**src/rtl/uart_pkg.sv**
```systemverilog
// Shared types and helpers for the UART receive/transmit path.
// State encoding, bit-vote function and parameter range limits.
package uart_pkg;

    typedef enum logic [2:0] {
        IDLE,
        START,
        DATA,
        PARITY,
        STOP
    } uart_rx_state_t;

    localparam int DIV_MIN   = 2;
    localparam int DIV_MAX   = 65535;
    localparam int OVS_MIN   = 8;
    localparam int OVS_MAX   = 32;
    localparam int DBITS_MIN = 5;
    localparam int DBITS_MAX = 9;

    function automatic logic majority3(
        input logic a,
        input logic b,
        input logic c
    );
        return (a & b) | (a & c) | (b & c);
    endfunction

endpackage

```
**src/rtl/uart_baud_tick.sv**
```systemverilog
// Oversample tick generator: pulses tick every DIV clocks.
// restart realigns the phase to 0 (used at start-bit detect).
module uart_baud_tick #(
    parameter int DIV = 27
) (
    input  logic clk,
    input  logic rst,
    input  logic restart,
    output logic tick
);

    localparam int CW = (DIV > 1) ? $clog2(DIV) : 1;

    logic [CW-1:0] r_cnt;
    logic          w_wrap;

    assign w_wrap = (r_cnt == CW'(DIV - 1));
    assign tick   = w_wrap;

    always_ff @(posedge clk or negedge rst) begin
        if (!rst) begin
            r_cnt <= '0;
        end else if (restart || w_wrap) begin
            r_cnt <= '0;
        end else begin
            r_cnt <= r_cnt + 1'b1;
        end
    end

endmodule

```
**src/rtl/uart_rx_param.sv**
```systemverilog
// Parametrised oversampling UART receiver with valid/ready output.
// Define UART_RX_PARITY_EN to add a parity bit and parity_odd input.
module uart_rx_param
    import uart_pkg::*;
#(
    parameter int DIV       = 27,
    parameter int OVS       = 16,
    parameter int DATA_BITS = 8,
    parameter int STOP_BITS = 1
) (
    input  logic                 clk,
    input  logic                 rst,
    input  logic                 rxd,
`ifdef UART_RX_PARITY_EN
    input  logic                 parity_odd,
`endif
    output logic [DATA_BITS-1:0] data_out,
    output logic                 valid,
    input  logic                 ready,
    output logic                 frame_err,
    output logic                 parity_err,
    output logic                 overrun
);

    if (DIV < DIV_MIN || DIV > DIV_MAX) begin : g_div_bad
        $error("uart_rx_param: DIV out of range");
    end
    if (OVS < OVS_MIN || OVS > OVS_MAX || (OVS % 2) != 0) begin : g_ovs_bad
        $error("uart_rx_param: OVS illegal");
    end
    if (DATA_BITS < DBITS_MIN || DATA_BITS > DBITS_MAX) begin : g_db_bad
        $error("uart_rx_param: DATA_BITS out of range");
    end
    if (STOP_BITS != 1 && STOP_BITS != 2) begin : g_sb_bad
        $error("uart_rx_param: STOP_BITS must be 1 or 2");
    end

    localparam int TCW = $clog2(OVS);
    localparam logic [TCW-1:0] TC_V0  = TCW'(OVS / 2 - 1);
    localparam logic [TCW-1:0] TC_V1  = TCW'(OVS / 2);
    localparam logic [TCW-1:0] TC_RES = TCW'(OVS / 2 + 1);
    localparam logic [TCW-1:0] TC_END = TCW'(OVS - 1);

    logic                 r_sync1;
    logic                 r_sync2;
    logic                 r_armed;
    uart_rx_state_t       r_state;
    uart_rx_state_t       w_state_n;
    logic [TCW-1:0]       r_tc;
    logic [TCW-1:0]       w_tc_n;
    logic [3:0]           r_bc;
    logic [3:0]           w_bc_n;
    logic                 r_v0;
    logic                 r_v1;
    logic [DATA_BITS-1:0] r_shift;
    logic                 r_ferr;
    logic                 r_parity_err;

    logic w_rxd_s;
    logic w_tick;
    logic w_restart;
    logic w_res;
    logic w_end;
    logic w_vote;
    logic w_shift;
    logic w_schk;
    logic w_done;

    assign w_rxd_s = r_sync2;
    assign w_res   = w_tick && (r_tc == TC_RES);
    assign w_end   = w_tick && (r_tc == TC_END);
    assign w_vote  = majority3(r_v0, r_v1, w_rxd_s);

    uart_baud_tick #(
        .DIV(DIV)
    ) u_tick (
        .clk    (clk),
        .rst    (rst),
        .restart(w_restart),
        .tick   (w_tick)
    );

`ifdef UART_RX_PARITY_EN
    logic r_par;
    logic w_pchk;
`endif

    always_ff @(posedge clk or negedge rst) begin
        if (!rst) begin
            r_state <= IDLE;
            r_tc    <= '0;
            r_bc    <= '0;
        end else begin
            r_state <= w_state_n;
            r_tc    <= w_tc_n;
            r_bc    <= w_bc_n;
        end
    end

    always_comb begin
        w_state_n = r_state;
        w_tc_n    = r_tc;
        w_bc_n    = r_bc;
        w_restart = 1'b0;
        w_shift   = 1'b0;
        w_schk    = 1'b0;
        w_done    = 1'b0;
`ifdef UART_RX_PARITY_EN
        w_pchk    = 1'b0;
`endif
        if (r_state != IDLE && w_tick) begin
            w_tc_n = (r_tc == TC_END) ? '0 : r_tc + 1'b1;
        end
        unique case (r_state)
            IDLE: begin
                if (r_armed && !w_rxd_s) begin
                    w_state_n = START;
                    w_tc_n    = '0;
                    w_restart = 1'b1;
                end
            end
            START: begin
                if (w_res && w_vote) begin
                    w_state_n = IDLE;
                end else if (w_end) begin
                    w_state_n = DATA;
                    w_bc_n    = '0;
                end
            end
            DATA: begin
                w_shift = w_res;
                if (w_end) begin
                    if (r_bc == 4'(DATA_BITS - 1)) begin
                        w_bc_n    = '0;
`ifdef UART_RX_PARITY_EN
                        w_state_n = PARITY;
`else
                        w_state_n = STOP;
`endif
                    end else begin
                        w_bc_n = r_bc + 1'b1;
                    end
                end
            end
            PARITY: begin
`ifdef UART_RX_PARITY_EN
                w_pchk = w_res;
`endif
                if (w_end) begin
                    w_state_n = STOP;
                end
            end
            STOP: begin
                w_schk = w_res;
                // The last stop bit finishes at its vote, not its end
                if (w_res && r_bc == 4'(STOP_BITS - 1)) begin
                    w_done    = 1'b1;
                    w_state_n = IDLE;
                end else if (w_end) begin
                    w_bc_n = r_bc + 1'b1;
                end
            end
            default: w_state_n = IDLE;
        endcase
    end

    always_ff @(posedge clk or negedge rst) begin
        if (!rst) begin
            r_sync1 <= 1'b1;
            r_sync2 <= 1'b1;
            r_armed <= 1'b0;
            r_v0    <= 1'b0;
            r_v1    <= 1'b0;
            r_shift <= '0;
            r_ferr  <= 1'b0;
        end else begin
            r_sync1 <= rxd;
            r_sync2 <= r_sync1;
            if (w_tick && w_rxd_s) begin
                r_armed <= 1'b1;
            end
            if (w_tick && r_tc == TC_V0) begin
                r_v0 <= w_rxd_s;
            end
            if (w_tick && r_tc == TC_V1) begin
                r_v1 <= w_rxd_s;
            end
            if (w_restart) begin
                r_ferr <= 1'b0;
            end
            if (w_shift) begin
                r_shift <= {w_vote, r_shift[DATA_BITS-1:1]};
            end
            if (w_schk && !w_vote) begin
                r_ferr <= 1'b1;
            end
        end
    end

`ifdef UART_RX_PARITY_EN
    logic r_perr;

    always_ff @(posedge clk or negedge rst) begin
        if (!rst) begin
            r_par  <= 1'b0;
            r_perr <= 1'b0;
        end else begin
            if (w_restart) begin
                r_par  <= 1'b0;
                r_perr <= 1'b0;
            end
            if (w_shift) begin
                r_par <= r_par ^ w_vote;
            end
            if (w_pchk) begin
                r_perr <= ((r_par ^ w_vote) != parity_odd);
            end
        end
    end
`endif

    always_ff @(posedge clk or negedge rst) begin
        if (!rst) begin
            data_out     <= '0;
            valid        <= 1'b0;
            frame_err    <= 1'b0;
            r_parity_err <= 1'b0;
            overrun      <= 1'b0;
        end else begin
            overrun <= 1'b0;
            if (w_done) begin
                if (!valid || ready) begin
                    data_out     <= r_shift;
                    valid        <= 1'b1;
                    frame_err    <= r_ferr | !w_vote;
`ifdef UART_RX_PARITY_EN
                    r_parity_err <= r_perr;
`else
                    r_parity_err <= 1'b0;
`endif
                end else begin
                    overrun <= 1'b1;
                end
            end else if (ready) begin
                valid <= 1'b0;
            end
        end
    end

    assign parity_err = r_parity_err;

endmodule

```
**config.mk**
```make
export PLATFORM = sky130hd
export DESIGN_NAME = uart_rx_param
export DESIGN_NICKNAME = d
export VERILOG_FILES = /design/src/rtl/uart_pkg.sv /design/src/rtl/uart_baud_tick.sv /design/src/rtl/uart_rx_param.sv
export SDC_FILE = /design/constraint.sdc
export NUM_CORES = 1
export LEC_CHECK = 0
export ABC_AREA = 1
export CORE_ASPECT_RATIO = 0.8
export CORE_MARGIN = 1
export CORE_UTILIZATION = 35
export DETAILED_ROUTE_END_ITERATION = 10
export MAX_ROUTING_LAYER = met4
export PLACE_DENSITY = 0.63
export SETUP_SLACK_MARGIN = 0.05
export SLEW_MARGIN = 20
export SYNTH_ARGS = -nofsm -noshare
export SYNTH_HDL_FRONTEND = slang
export SYNTH_SLANG_ARGS = --single-unit
```
**constraint.sdc**
```tcl
create_clock -name clk -period 3.38 [get_ports clk]
set_input_delay 0.507 -clock clk [delete_from_list [all_inputs] [get_ports clk]]
set_output_delay 0.507 -clock clk [all_outputs]
set_load 0.005 [all_outputs]
```
# After elaboration in Yosys (flattened, before gate mapping)

Cells that the tools add are included.

Add/subtract/negate cells: 3
Reductions and logical operators: 25
Bitwise operators: 6
Muxes and demuxes: 33
Equal/unequal tests: 21

Operator list:

| operator            | count |
|---|---|
| $mux 4              | 10 |
| $mux 3              | 7 |
| $ne 2x2->1 const B  | 9 |
| $pmux 3 s5          | 1 |
| $mux 1              | 13 |
| $eq 4x4->1 const B  | 3 |
| $pmux 4 s3          | 1 |
| $reduce_and 6->1    | 2 |
| $logic_and 1x1->1   | 10 |
| $add 4x1->4 const B | 2 |
| $eq 4x3->1 const B  | 2 |
| $eq 3x2->1 const B  | 2 |
| $reduce_bool 3->1   | 2 |
| $add 5x1->5 const B | 1 |
| $eq 5x5->1 const B  | 1 |
| $mux 5              | 1 |
| $logic_not 4->1     | 1 |
| $reduce_and 2->1    | 2 |
| $reduce_bool 2->1   | 2 |
| $and 1x1->1         | 3 |
| $eq 3x1->1 const B  | 1 |
| $eq 3x3->1 const B  | 1 |
| $logic_not 1->1     | 3 |
| $logic_not 3->1     | 1 |
| 4 further kinds     | 7 |

Bits in registers: 41
Logic and storage cells: 103
Input bits: 4
Output and inout port bits: 12

# Longest topological paths before layout

Gate-level depths: netlist of the first run.

Depth in word-level cells: 7
Gate-level depth with buffers: 12
Mapped depth without buffers: 12

# By module

From an unflattened synthesis of the first run, not the netlist that was laid out.

Cells, all modules: 232
Area total of the unflattened synthesis: 2068.2 um2

Modules (own cells, without submodules):

| module         | instances | area an instance (um2) | cells each |
|---|---|---|---|
| uart_rx_param  | 1         | 1808.0                 | 201 |
| uart_baud_tick | 1         | 260.2                  | 31 |

# Worst setup path before layout of the first run

Ideal clock, no wire load.

Path kind: reg2reg
Start: register u_tick.r_cnt[0]
End: register data_out[7]
Path slack: 1914 ps
Stages on the path, launching flop included: 11
Period minus slack after synthesis: 1466 ps
Arrival time: 1345 ps
Data required time: 3259 ps
Buffers on the path: 1
Setup time: 121 ps
Cells stage by stage: dfrtp_1 > inv_1 > ha_1 > nand2_1 > inv_2 > nand2_4 > nor2_8 > nand4_4 > buf_6 > nand2_1 > o21ai_1

Longest elaborated chain between the ends: 6

Ends and longest elaborated chain:

| element                           | line                 | text |
|---|---|---|
| start: declaration                | uart_baud_tick.sv:14 | `logic [CW-1:0] r_cnt;` |
| start signal: assignment          | uart_baud_tick.sv:26 | `r_cnt <= r_cnt + 1'b1;` |
| $eq 5x5->1                        | uart_baud_tick.sv:17 | `assign w_wrap = (r_cnt == CW'(DIV - 1));` |
| $logic_and 1x1->1                 | uart_rx_param.sv:70  | `assign w_res = w_tick && (r_tc == TC_RES);` |
| $logic_and 1x1->1                 | uart_rx_param.sv:156 | `if (w_res && r_bc == 4'(STOP_BITS - 1)) begin` |
| $mux 1                            | uart_rx_param.sv:156 |  |
| $mux 1                            | uart_rx_param.sv:114 | `unique case (r_state)` |
| $reduce_and 2->1 (no source line) | n/a                  |  |
| end signal: assignment            | uart_rx_param.sv:233 | `data_out <= r_shift;` |
| end: declaration                  | uart_rx_param.sv:17  | `output logic [DATA_BITS-1:0] data_out,` |

No other way between the ends.
A chain may end at the register's enable or synchronous reset.

# Worst setup path in the final report of the first run

Start: register data_out[6]
End: output port data_out[6]

No word-level cell between the ends.

==> flow_metrics.py, run 1 <==
metrics = {
    "run_status": {
        "run_status": "complete, no violations",
    },
    "power_and_ir_drop": {
        "leakagePower_nw": 1.17,
        "power_density_mw_per_mm2": 600,
        "power.ir.vdd_worst_uv": 262,
        "report.power.total_mw": 1.47,
    },
    "critical_path": {
        "worst_ep_required_time_ns": 2.87,
        "worst-setup-path-type": "flop to primary output",
        "critPathSlowestCell": "sky130_fd_sc_hd__clkdlybuf4s50_1",
        "worstPathCellList": "clkdlybuf4s50_1",
        "cpLargestDelayFamily": "buffers and inverters",
        "reg2regPathDepth": 7,
        "timing.critical_path.slowest_cell_delay_ns": 0.51,
        "critPathCaptureType": "primary output",
        "worst-endpoint-arrival_ns": 1.21,
        "timing.critical_path.buf_inv": 1,
        "worstSetupStartpointType": "flop",
        "crit_path_max_fanout": 2,
        "levels_on_crit_path": 1,
    },
    "sta": {
        "timing.clock.skew_ns": 0.0115,
        "max_freq_mhz": 583,
        "rsz_0062_raised_after_global_routing": "false",
        "final-hold-violation-count": 0,
        "final.setup.worst_slack_ns": 1.67,
        "period_needed_ns": 1.71,
        "max_slew_margin": 0.376,
        "max_slew.worst_pin.slew_ns": 0.936,
        "setup-tns-final_ns": 0,
        "final_worst_path_period_share": 0.507,
        "final-setup-viol-count": 0,
        "final_max_slew_viol_count": 0,
    },
    "routing": {
        "remaining_drc_errors": 0,
        "route.vias.total": 1540,
        "route.final.wire_length_um": 3810,
        "detail_route.wl_per_cell_um": 11.1,
        "drt-vias-per-instance": 4.48,
        "first_pass_iteration_count_of_the_detailed_router": 4,
        "antenna_violating_nets_post_route": 0,
        "first_iter_violations": 101,
    },
    "clocking": {
        "htree_levels": 2,
        "clk_path_buf_depth": 2,
        "numClockSinks": 41,
        "post_cts_repair_timing_setup_buffer_count": 0,
        "cts_tree": "done",
        "post_cts_hold_buffer_count": 0,
        "clock_insertion_delay_worst_skew_ns": 0.30,
        "ctsRootBufferMaster": "sky130_fd_sc_hd__clkbuf_8",
        "post_cts.resized_instances": 0,
        "worst_setup_hold_path_clk_slew_ns": 0.09,
        "numCtsBuffers": 5,
    },
    "synth": {
        "syn_area_per_cell_um2": 8.57,
        "post_synth_num_cell_types": 28,
        "synth_nets": 258,
        "post_synth_instance_area_mm2": 0.00212,
        "synth_seq_cells": 41,
        "syn-instance-count": 247,
        "synthesis.yosys.warnings": 0,
        "yosysSeqAreaShare": 0.486,
    },
    "final_layout": {
        "final_cell_count_no_fill": 344,
        "final_nets": 276,
        "synthToLayoutAreaGrowth_pct": 16.1,
        "final_layout_size_suffix_gt1_frac": 0.162,
        "stdcell_area_mm2": 0.00246,
        "n_antenna_cell": 0,
    },
    "placed_design": {
        "dp_wirelength_um": 2730,
        "gp_routability_congestion": 0.797,
        "dp_slack_ns": 1.60,
        "port_buffers": 14,
        "placed_cells": 336,
        "detailed_place.area_mm2": 0.00232,
    },
    "global_routing": {
        "groute.layer.met3.usage": 0.0484,
        "largest_net_degree_at_the_start_of_global_routing": 42,
        "grt_pass1_wl_um": 6820,
        "grt_most_used_layer": "met1",
        "global_route.usage.total": 0.148,
        "first_global_vias": 1415,
        "fraction_of_met2_tracks_used_by_global_routing": 0.188,
        "globalRoute.totalOverflow": 0,
        "grt_antenna_before_repair": 0,
        "met1_usage": 0.218,
    },
    "job": {
        "max-cap-violations": 0,
    },
    "worst_hold_path": {
        "min-delay-path-class": "primary input to async pin",
    },
    "die": {
        "die_area_mm2": 0.00637,
        "boundaryPins": 16,
        "placeableCoreArea_mm2": 0.00565,
        "die_h_um": 71.6,
        "floorplan.die.width_um": 89.0,
        "std_cell_rows": 24,
        "start_util": 0.375,
    },
}
-- cells in the mapped netlist, drive strengths merged --
| master | count | area share |
|---|---|---|
| a21oi | 5 | 0.012 |
| xor2 | 2 | 0.0083 |
| nor2 | 33 | 0.082 |
| o21ai | 26 | 0.074 |
| conb | 1 | 0.0018 |
| nand3 | 14 | 0.035 |
| nand2 | 69 | 0.14 |
| dfstp | 2 | 0.025 |
| ha | 7 | 0.041 |
| inv | 37 | 0.066 |
| nand4 | 4 | 0.019 |
| nor3 | 2 | 0.010 |
| dfrtp | 39 | 0.46 |
| nor3b | 2 | 0.0071 |
| buf | 3 | 0.014 |
| xnor2 | 1 | 0.0041 |
-- registers in the layout, summed over array words and instances (netlist names), 3 cells and up --
name / flops
data_out: 8
r_bc: 4
r_shift: 8
r_state: 3
r_tc: 4
u_tick.r_cnt: 5
-- path summary, 6_finish.rpt --
kind / endpoint / startpoint / slack [ns]
min reg2reg: r_sync2 / r_sync1 / 0.36
min in group clk: r_sync2 / r_sync1 / 0.36
max reg2reg: data_out[0] / r_tc[1] / 1.74
min: data_out[2] / rst / 0.35
max in group asynchronous: r_armed / rst / 2.45
max: data_out[6] / data_out[6] / 1.67
-- cell usage in the layout, fill, tap and decap left out --
cell type	n
sky130_fd_sc_hd__dfstp_2	2
sky130_fd_sc_hd__bufinv_16	2
sky130_fd_sc_hd__xnor2_1	1
sky130_fd_sc_hd__nand2_1	60
sky130_fd_sc_hd__inv_2	7
sky130_fd_sc_hd__nand3_2	1
sky130_fd_sc_hd__nor2_8	1
sky130_fd_sc_hd__a21oi_1	5
sky130_fd_sc_hd__nor3b_1	2
sky130_fd_sc_hd__nor3_4	1
sky130_fd_sc_hd__clkdlybuf4s50_1	13
sky130_fd_sc_hd__inv_1	30
sky130_fd_sc_hd__buf_2	1
sky130_fd_sc_hd__xor2_1	2
sky130_fd_sc_hd__nand2_4	3
sky130_fd_sc_hd__nand2_2	6
sky130_fd_sc_hd__conb_1	1
sky130_fd_sc_hd__ha_1	7
sky130_fd_sc_hd__o21ai_0	8
sky130_fd_sc_hd__nor2_2	1
sky130_fd_sc_hd__inv_6	1
sky130_fd_sc_hd__o21ai_2	7
sky130_fd_sc_hd__o21ai_1	11
sky130_fd_sc_hd__nor3_1	1
sky130_fd_sc_hd__clkbuf_8	5
sky130_fd_sc_hd__nand4_1	3
sky130_fd_sc_hd__nand3_1	13
sky130_fd_sc_hd__nor2_4	4
sky130_fd_sc_hd__nand4_4	1
sky130_fd_sc_hd__nor2_1	27
sky130_fd_sc_hd__dfrtp_1	39
-- final cells by class --
| cell class | count | area (um^2) |
|---|---|---|
| fill | 577 | 3190 |
| sequential | 41 | 1030 |
| multi-input combinational | 166 | 920 |
| inverter | 37 | 139 |
| timing repair buffer | 14 | 135 |
| tap | 78 | 97.6 |
| clock buffer | 5 | 68.8 |
| clock inverter | 3 | 68.8 |
-- metrics by stage --
stage | util | hold slack (ns)
2_1_floorplan | - | 0.211
3_3_place_gp | 0.411 | 0.348
3_5_place_dp | 0.411 | 0.348
4_1_cts | 0.435 | 0.359
5_1_grt | 0.435 | 0.362
6_report | 0.435 | 0.346
-- cell families (layout without fill, tap and decap cells) --
logic type	Yosys count	in the layout	synth area share
adder cells (fa/ha/maj)	7	7	0.0414
XOR/XNOR	3	3	0.0124
AND/OR/NAND/NOR	124	124	0.293
flip-flops	41	41	0.486
buffers and inverters	40	59	0.0798
other	1	1	0.00177
AO/OA/AOI/OAI	31	31	0.0857
-- report_power, final --
part | internal, mW | total, mW | switching [mW] | leakage [nW]
logic | 0.132 | 0.387 | 0.255 | 0.548
registers | 0.549 | 0.603 | 0.0544 | 0.551
clock network | 0.297 | 0.485 | 0.188 | 0.0687
total | 0.978 | 1.47 | 0.497 | 1.17
-- per-layer routing --
metal | vias up | routed length [um]
li1 | 803 | -
met1 | 699 | 2060
met2 | 36 | 1520
met3 | 2 | 218
met4 | 0 | 21
met5 | - | 0
(Power assumes the default switching activity.)
==> run 2: changes to the inputs <==
- clock period: 3.38 -> 1.8 ns (I/O delays scaled with it)
==> run 2 against run 1 <==
  * Global-route usage is 0.22 points lower
  * Power is 79% higher
  * Combinational power is 94% higher
  * Register-to-register slack worse by 1.5 ns
  * Wire length is 0.26% lower
  * Die area stayed put
  * Setup slack worse by 1.5 ns
  * Core utilization is 0.49 points higher
  * Via count is 1.3% higher
  * Design area is 1.1% higher
  * Largest cell class unchanged
  * Largest power group unchanged
==> flow_metrics.py, run 2 (synthesis gave the netlist of run 1 again) <==
metrics = {
    "sta": {
        "max_slew.worst_pin.slew_ns": 0.505,
        "max_freq_mhz": 627,
        "rsz_0062_raised_after_global_routing": "false",
        "setup-tns-final_ns": 0,
        "period_needed_ns": 1.59,
        "final_max_slew_viol_count": 0,
        "timing.clock.skew_ns": 0.00672,
        "final-setup-viol-count": 0,
        "final_worst_path_period_share": 0.886,
        "final-hold-violation-count": 0,
        "hold_worst_slack_ns": 0.0215,
        "final.setup.worst_slack_ns": 0.206,
        "max_slew_margin": 0.663,
    },
    "routing": {
        "route.vias.total": 1560,
        "antenna_violating_nets_post_route": 0,
        "drt-vias-per-instance": 4.47,
        "detail_route.wl_per_cell_um": 10.9,
        "remaining_drc_errors": 0,
        "first_iter_violations": 87,
        "first_pass_iteration_count_of_the_detailed_router": 4,
        "route.final.wire_length_um": 3800,
    },
    "global_routing": {
        "first_global_vias": 1500,
        "grt_pass1_wl_um": 6890,
        "globalRoute.totalOverflow": 0,
        "global_route.usage.total": 0.145,
        "largest_net_degree_at_the_start_of_global_routing": 42,
        "grt_antenna_before_repair": 0,
    },
    "placed_design": {
        "port_buffers": 14,
        "detailed_place.area_mm2": 0.00233,
        "gp_routability_congestion": 0.834,
        "dp_slack_ns": 0.178,
        "dp_wirelength_um": 2730,
    },
    "final_layout": {
        "final_layout_size_suffix_gt1_frac": 0.177,
        "synthToLayoutAreaGrowth_pct": 17.4,
        "final_cell_mix": "60 x sky130_fd_sc_hd__nand2_1, 39 x sky130_fd_sc_hd__dfrtp_1, 30 x sky130_fd_sc_hd__inv_1",
        "final_nets": 281,
        "stdcell_area_mm2": 0.00248,
        "multi_input_comb_area_um2": 920,
        "layout.area.seq_mm2": 0.00103,
        "layout.cells.most_common": "sky130_fd_sc_hd__nand2_1",
        "fillCellCount": 587,
        "n_antenna_cell": 0,
        "largestRegisters": "data_out: 8 flops, r_shift: 8 flops, u_tick.r_cnt: 5 flops",
        "final_core_utilization": 0.440,
    },
    "critical_path": {
        "worst-setup-path-type": "flop to flop",
        "worst_ep_required_time_ns": 1.97,
        "worstSetupStartpointType": "flop",
        "crit_path_max_fanout": 6,
        "worst-endpoint-arrival_ns": 1.76,
        "critPathCaptureType": "flop",
    },
    "power_and_ir_drop": {
        "power_density_mw_per_mm2": 1060,
        "leakagePower_nw": 1.18,
        "power.ir.vdd_worst_uv": 480,
    },
    "die": {
        "start_util": 0.375,
        "floorplan.die.width_um": 89.0,
        "die_area_mm2": 0.00637,
        "placeableCoreArea_mm2": 0.00565,
        "die_h_um": 71.6,
        "std_cell_rows": 24,
        "boundaryPins": 16,
    },
    "clocking": {
        "worst_setup_hold_path_clk_slew_ns": 0.09,
        "cts_tree": "done",
        "numCtsBuffers": 5,
        "numClockSinks": 41,
        "clk_path_buf_depth": 2,
        "post_cts_hold_buffer_count": 0,
        "ctsRootBufferMaster": "sky130_fd_sc_hd__clkbuf_8",
        "htree_levels": 2,
        "clock_insertion_delay_worst_skew_ns": 0.30,
        "post_cts.resized_instances": 0,
    },
    "worst_hold_path": {
        "min-delay-path-class": "primary input to async pin",
    },
    "job": {
        "max-cap-violations": 0,
    },
    "run_status": {
        "run_status": "complete, no violations",
    },
}
[run 2: worst paths after layout]
path                                      start     endpoint  slack [ns]  depth (start not counted)
worst max-delay path            u_tick.r_cnt[0]      r_tc[3]        0.21                          7
worst min-delay path                        rst  data_out[1]        0.02                          2
worst max register to register  u_tick.r_cnt[0]      r_tc[3]        0.21                          7
worst min register to register          r_sync1      r_sync2        0.36                          0
max in group asynchronous                   rst      r_sync2        1.40                          2
min in group clk                        r_sync1      r_sync2        0.36                          0
[run 2: power by group]
part           leakage, nW  total, mW  internal, mW  switching, mW
logic                0.579      0.751         0.258          0.493
clock network       0.0543      0.746         0.415          0.331
registers            0.551       1.14          1.03          0.107
[run 2: cell type report]
type	count	area share
clock buffers	5	0.0277
clock inverters	3	0.0186
inverters	37	0.0559
multi-input cells	166	0.370
flip-flops and latches	41	0.414
well taps	78	0.0393
repair buffers	19	0.0745
[run 2: worst max-delay path: stages, from the launching register on]
cell and delay (ns):
sky130_fd_sc_hd__dfrtp_1 0.41, sky130_fd_sc_hd__inv_1 0.07, sky130_fd_sc_hd__ha_1 0.15, sky130_fd_sc_hd__nand2_1 0.10
sky130_fd_sc_hd__nor2_4 0.21, sky130_fd_sc_hd__nand2_2 0.13, sky130_fd_sc_hd__o21ai_0 0.30, sky130_fd_sc_hd__nor3b_1 0.10
[run 2: stage by stage]
step	cells	total power, mW
after global placement	338	1.88
after global routing	349	2.83
after detailed placement	338	1.90
final	349	2.63
after floorplan	247	1.72
after CTS	346	2.66
[run 2: repair_timing]
item,CTS,global route
hold endpoints to repair,0,0
setup endpoints to repair,0,9
buffers inserted,0,3
[run 2: per-layer routing]
metal / routed length, um / GRT usage / share of wire / up-vias
met5: 0 / - / 0 / -
li1: - / - / - / 810
met4: 34 / 0.0423 / 0.0089 / 0
met3: 123 / 0.0380 / 0.032 / 5
met2: 1600 / 0.209 / 0.42 / 21
met1: 2050 / 0.202 / 0.54 / 724
